`src/rtl/param_scrambler.sv`:
```
// Multi-channel scrambler: each accepted word is merged with entropy and XORed with a
// pad taken from one of NCH programmable Galois LFSRs, picked per word by a selector LFSR.
module param_scrambler #(
  parameter int NCH    = 4,
  parameter int LFSR_W = 64,
  parameter int DW     = 8
) (
  input  logic          clk,
  input  logic          rst,
  input  logic          write,
  input  logic [11:0]   addr,
  input  logic [31:0]   lfsrdin,
  input  logic          pushin,
  input  logic [DW-1:0] datain,
  input  logic [31:0]   entrophy,
  input  logic          stopin,
  output logic          stopout,
  output logic          pushout,
  output logic [31:0]   dataout
);
  localparam int NW    = LFSR_W / 32;
  localparam int SEL_W = $clog2(NCH);

  logic [1:0]            ctrl_reg;
  logic [15:0]           sel_state_reg;
  logic [15:0]           sel_tap_reg;
  logic [15:0]           sel_seed_wr;
  logic                  s1_valid_reg;
  logic [31:0]           s1_comb_reg;
  logic [31:0]           s1_pad_reg;
  logic                  pushout_reg;
  logic [31:0]           dataout_reg;
  logic [NCH-1:0][31:0]  pad_low;
  logic [31:0]           combined;
  logic                  stall;
  logic                  accept;
  logic                  step;
  logic [3:0]            wr_region;
  logic [3:0]            wr_ch;
  logic [3:0]            wr_word;
  logic                  loc_ok;
  logic                  ctrl_we;
  logic                  seed_we;
  logic                  tap_we;
  logic                  sel_we;
  logic                  unused_entrophy;

  assign stall   = pushout_reg && stopin;
  assign stopout = stall && s1_valid_reg;
  assign accept  = pushin && !stopout;
  // A register write in the same cycle as a push suppresses every LFSR step.
  assign step    = accept && !write;

  assign wr_region = addr[11:8];
  assign wr_ch     = addr[7:4];
  assign wr_word   = addr[3:0];
  assign loc_ok    = (32'(wr_ch) < NCH) && (32'(wr_word) < NW);
  assign ctrl_we   = write && (wr_region == 4'h0);
  assign seed_we   = write && (wr_region == 4'h1) && loc_ok;
  assign tap_we    = write && (wr_region == 4'h2) && loc_ok;
  assign sel_we    = write && (wr_region == 4'h3);

  generate
    if (DW == 32) begin : g_full
      assign combined = datain;
    end else begin : g_mix
      assign combined = {entrophy[31:DW], datain};
    end
  endgenerate
  assign unused_entrophy = ^entrophy[DW-1:0];

  generate
    for (genvar gi = 0; gi < NCH; gi++) begin : g_ch
      logic [LFSR_W-1:0] state_reg;
      logic [LFSR_W-1:0] tap_reg;
      logic [LFSR_W-1:0] seed_wr;
      logic [LFSR_W-1:0] tap_wr;
      logic              ch_hit;

      assign ch_hit = (32'(wr_ch) == gi);

      // An all-zero state would lock up the LFSR, so bit0 is forced on such a load.
      always_comb begin
        seed_wr = state_reg;
        tap_wr  = tap_reg;
        for (int w = 0; w < NW; w++) begin
          if (32'(wr_word) == w) begin
            seed_wr[w*32 +: 32] = lfsrdin;
            tap_wr[w*32 +: 32]  = lfsrdin;
          end
        end
        if (seed_wr == '0) seed_wr[0] = 1'b1;
      end

      always_ff @(posedge clk or posedge rst) begin
        if (rst) begin
          state_reg <= LFSR_W'(1);
          tap_reg   <= '0;
        end else begin
          if (seed_we && ch_hit)
            state_reg <= seed_wr;
          else if (step)
            state_reg <= (state_reg >> 1) ^ (state_reg[0] ? tap_reg : '0);
          if (tap_we && ch_hit)
            tap_reg <= tap_wr;
        end
      end

      assign pad_low[gi] = state_reg[31:0];
    end
  endgenerate

  assign sel_seed_wr = (lfsrdin[15:0] == 16'h0) ? 16'h0001 : lfsrdin[15:0];

  always_ff @(posedge clk or posedge rst) begin
    if (rst) begin
      ctrl_reg      <= 2'b01;
      sel_state_reg <= 16'h0001;
      sel_tap_reg   <= 16'hB400;
    end else begin
      if (ctrl_we) ctrl_reg <= lfsrdin[1:0];
      if (sel_we) begin
        sel_state_reg <= sel_seed_wr;
        sel_tap_reg   <= lfsrdin[31:16];
      end else if (step) begin
        sel_state_reg <= (sel_state_reg >> 1) ^ (sel_state_reg[0] ? sel_tap_reg : 16'h0);
      end
    end
  end

  // Stage 1 captures with pre-step LFSR values; it may fill while stage 2 is stalled.
  always_ff @(posedge clk or posedge rst) begin
    if (rst) begin
      s1_valid_reg <= 1'b0;
      s1_comb_reg  <= '0;
      s1_pad_reg   <= '0;
    end else if (accept) begin
      s1_valid_reg <= 1'b1;
      s1_comb_reg  <= combined;
      s1_pad_reg   <= pad_low[sel_state_reg[SEL_W-1:0]];
    end else if (!stall) begin
      s1_valid_reg <= 1'b0;
    end
  end

  always_ff @(posedge clk or posedge rst) begin
    if (rst) begin
      pushout_reg <= 1'b0;
      dataout_reg <= '0;
    end else if (!stall) begin
      pushout_reg <= s1_valid_reg;
      if (s1_valid_reg)
        dataout_reg <= (ctrl_reg[1] || !ctrl_reg[0]) ? s1_comb_reg : (s1_comb_reg ^ s1_pad_reg);
    end
  end

  assign pushout = pushout_reg;
  assign dataout = dataout_reg;
endmodule
```
`config.mk`:
```
export PLATFORM = sky130hd
export DESIGN_NAME = param_scrambler
export DESIGN_NICKNAME = d
export VERILOG_FILES = /design/src/rtl/param_scrambler.sv
export SDC_FILE = /design/constraint.sdc
export NUM_CORES = 2
export LEC_CHECK = 0
export ABC_CLOCK_PERIOD_IN_PS = 24300
export BUFFER_PORTS_ARGS = -buffer_cell sky130_fd_sc_hd__buf_2
export CORE_UTILIZATION = 62
export CTS_BUF_LIST = sky130_fd_sc_hd__clkbuf_4 sky130_fd_sc_hd__clkbuf_8 sky130_fd_sc_hd__clkbuf_16
export DETAILED_ROUTE_END_ITERATION = 8
export MAX_ROUTING_LAYER = met4
export PLACE_DENSITY_LB_ADDON = 0.08
export SYNTH_ARGS = -nofsm -noshare
export SYNTH_HDL_FRONTEND = slang
export SYNTH_SLANG_ARGS = --single-unit
```
`constraint.sdc`:
```
create_clock -name clk -period 24.3 [get_ports clk]
set_input_delay 3.645 -clock clk [delete_from_list [all_inputs] [get_ports clk]]
set_output_delay 3.645 -clock clk [all_outputs]
set_load 0.02 [all_outputs]
```
==> qor.yml <==
cells_and_area:
  final_area_um2: 34400
  drive_above_1_share: 0.207
  area_growth_pct: 10.3
  final_nets: 3171
  multiInputGateArea_um2: 14100
  num-fill-cells: 3740
  mostFrequentLayoutCells: "633 x dfrtp_1, 564 x nor2_1, 393 x nand2_1"
  register_area_um2: 16100
  instances_no_fill: 3799
  mostFrequentLayoutCell: "dfrtp_1"
die:
  dieArea_um2: 51200
  initial_core_util: 0.633
  core-area_um2: 49300
  die_x_um: 226
  num_rows: 81
  die_h_um: 226
  boundaryPins: 123
worst_setup_path:
  path_delay_family: "buffers and inverters"
  crit_slowest_cell: "nand3_1"
  cp.buffers_inverters: 3
  cp_common_cell: "buf_2"
  endpoint_kind: "output pin"
  critPathLaunchType: "primary input"
  crit_path_max_fanout: 4
  worstPathCellList: "buf_2, nand3_1, inv_1, buf_2"
  cpPeakStageDelay_ns: 0.28
  crit_type: "primary input to output pin"
  worstPathRequired_ns: 20.65
  worstPathArrival_ns: 4.43
placement:
  pre_cts_ws_ns: 16.22
  io_buffers: 114
  dpl.hpwl_um: 57400
  placed_cell_area_um2: 32100
  dp.cells: 3676
  gp_congestion: 0.943
detailed_routing:
  drc_errors: 0
  vias: 24400
  postRouteAntennaNets: 0
  first_pass_iters: 6
  wl_per_cell_um: 24.6
  drtIter0Drc: 2665
  vias_per_cell: 6.43
  drt-total-wl_um: 93600
timing:
  finalSetupViolations: 0
  period_share: 0.332
  tightest_slew_ns: 1.20
  rsz0062_at_grt: "no"
  maxSlewViolCount: 0
  setup_tns_ns: 0
  clock_skew_ns: 0.0306
  fin_crit_ns: 8.07
  finalHoldViolCount: 0
  relSlewSlack: 0.196
  worst_slack_ns: 16.23
  fmax_mhz: 124
min_path:
  hold_path.class: "register to register"
synthesis:
  ys_seq_area_frac: 0.517
  synth_top_area_share: 0.509
  synthFlopType: "dfrtp_1"
  async_reset_ff_frac: 1.00
  synth_area_leader_cell: "dfrtp_1"
  yosys_warnings: 0
  synth_edf_count: 0
  synth.cell_area_um2: 31200
  synth_area_leaders: "dfrtp_1 51%, mux2_2 11%, xnor2_1 7.2%"
  synth_nets: 3176
  ys_types: 59
  synth_cells: 3087
  synth-seq-cells: 644
  synth_area_per_cell_um2: 10.1
clock_network:
  insertion_delay_ns: 0.61
  cts_hold_buf: 0
  cts_tree: "built"
  cts_buffers: 68
  cts_setup_buffers: 0
  htree_levels: 3
  clk_pin_slew_ns: 0.06
  cts_resized: 0
  clk_path_buf_depth: 3
  cts_sinks: 644
  cts_root_buffer: "clkbuf_16"
global_route:
  grt_usage: 0.387
  grt_max_degree: 182
  antenna_found_initial: 7
  grt_pass1_vias: 23800
  grt_first_pass_wirelength_um: 144000
  overflow: 0
status:
  outcome: "finished clean"
pwr:
  p_leak_nw: 14.2
  pwr_density_cell_nw_per_um2: 94.7
  fin_total_pwr_w: 0.00326
  ir_drop_uv: 65.4
job:
  drv_cap: 0
## worst reg2reg max path: stages, from the launching register on
cell      delay [ns]
dfrtp_1         0.44
nand3_1         0.32
nand3b_1        0.45
buf_4           0.55
buf_12          0.59
nand2_1         1.24
nor2_1          0.33
nor2_1          0.09
## kinds of logic (layout without fill, tap and decap cells)
family                 after synthesis  count (layout)  synth area share
flip-flops                         644             644             0.517
other                                0               4                 0
XOR/XNOR                           296             296            0.0832
AND/OR/NAND/NOR                   1128            1128             0.150
buffers and inverters              258             302            0.0311
AO/OA/AOI/OAI                      420             420            0.0840
multiplexers                       341             341             0.135
## cell usage after synthesis (5+ instances only)
library cell,count
or4_1,20
o21ai_1,5
inv_1,19
nor3_1,37
a31oi_1,7
o31ai_1,8
nand3_1,17
xnor2_1,257
nand2_1,394
nand4_1,12
nor4_1,48
o21ai_0,32
xor2_1,39
buf_1,62
dfrtp_1,634
nor2_1,564
o221ai_1,7
or3_1,8
nand2b_1,5
clkbuf_1,176
o41ai_1,5
mux2_2,308
mux4_2,32
o22ai_1,255
dfstp_2,10
a21oi_1,64
## final timing paths
check	start	cells past startpoint	slack, ns	to
min reg2reg	sel_tap_reg[13]	2	0.46	sel_tap_reg[13]
max	stopin	4	16.23	stopout
min in group asynchronous	rst	2	3.17	dataout[26]
min	sel_tap_reg[13]	2	0.46	sel_tap_reg[13]
max reg2reg	pushout	7	20.16	g_ch[2].state_reg[62]
max in group asynchronous	rst	5	17.97	g_ch[3].tap_reg[29]
## power breakdown
group | switching (W) | internal, W
clock | 0.000429 | 0.000618
sequential | 0.000244 | 0.00127
combinational | 0.000386 | 0.000311
## routing by layer
| metal | vias to the layer above | routed length [um] | track usage |
|---|---|---|---|
| met5 | - | 0 | - |
| met4 | 0 | 5070 | 0.200 |
| met3 | 334 | 8470 | 0.0660 |
| met2 | 1203 | 43000 | 0.580 |
| met1 | 12300 | 37000 | 0.507 |
| li1 | 10600 | - | - |
## stage by stage
stage / hold slack (ns) / utilization
after floorplan: 0.439 / -
after global placement: 0.451 / 0.652
after detailed placement: 0.451 / 0.652
after CTS: 0.461 / 0.698
after global routing: 0.467 / 0.698
final: 0.461 / 0.698
## final cells by class
class | count | share of cell area
Antenna cell | 4 | 0.000291
Clock buffer | 100 | 0.0609
Clock inverter | 19 | 0.00440
Inverter | 19 | 0.00229
Multi-Input combinational cell | 2185 | 0.411
Sequential cell | 644 | 0.469
Tap cell | 664 | 0.0242
Timing Repair Buffer | 164 | 0.0282
(Power assumes the default switching activity.)
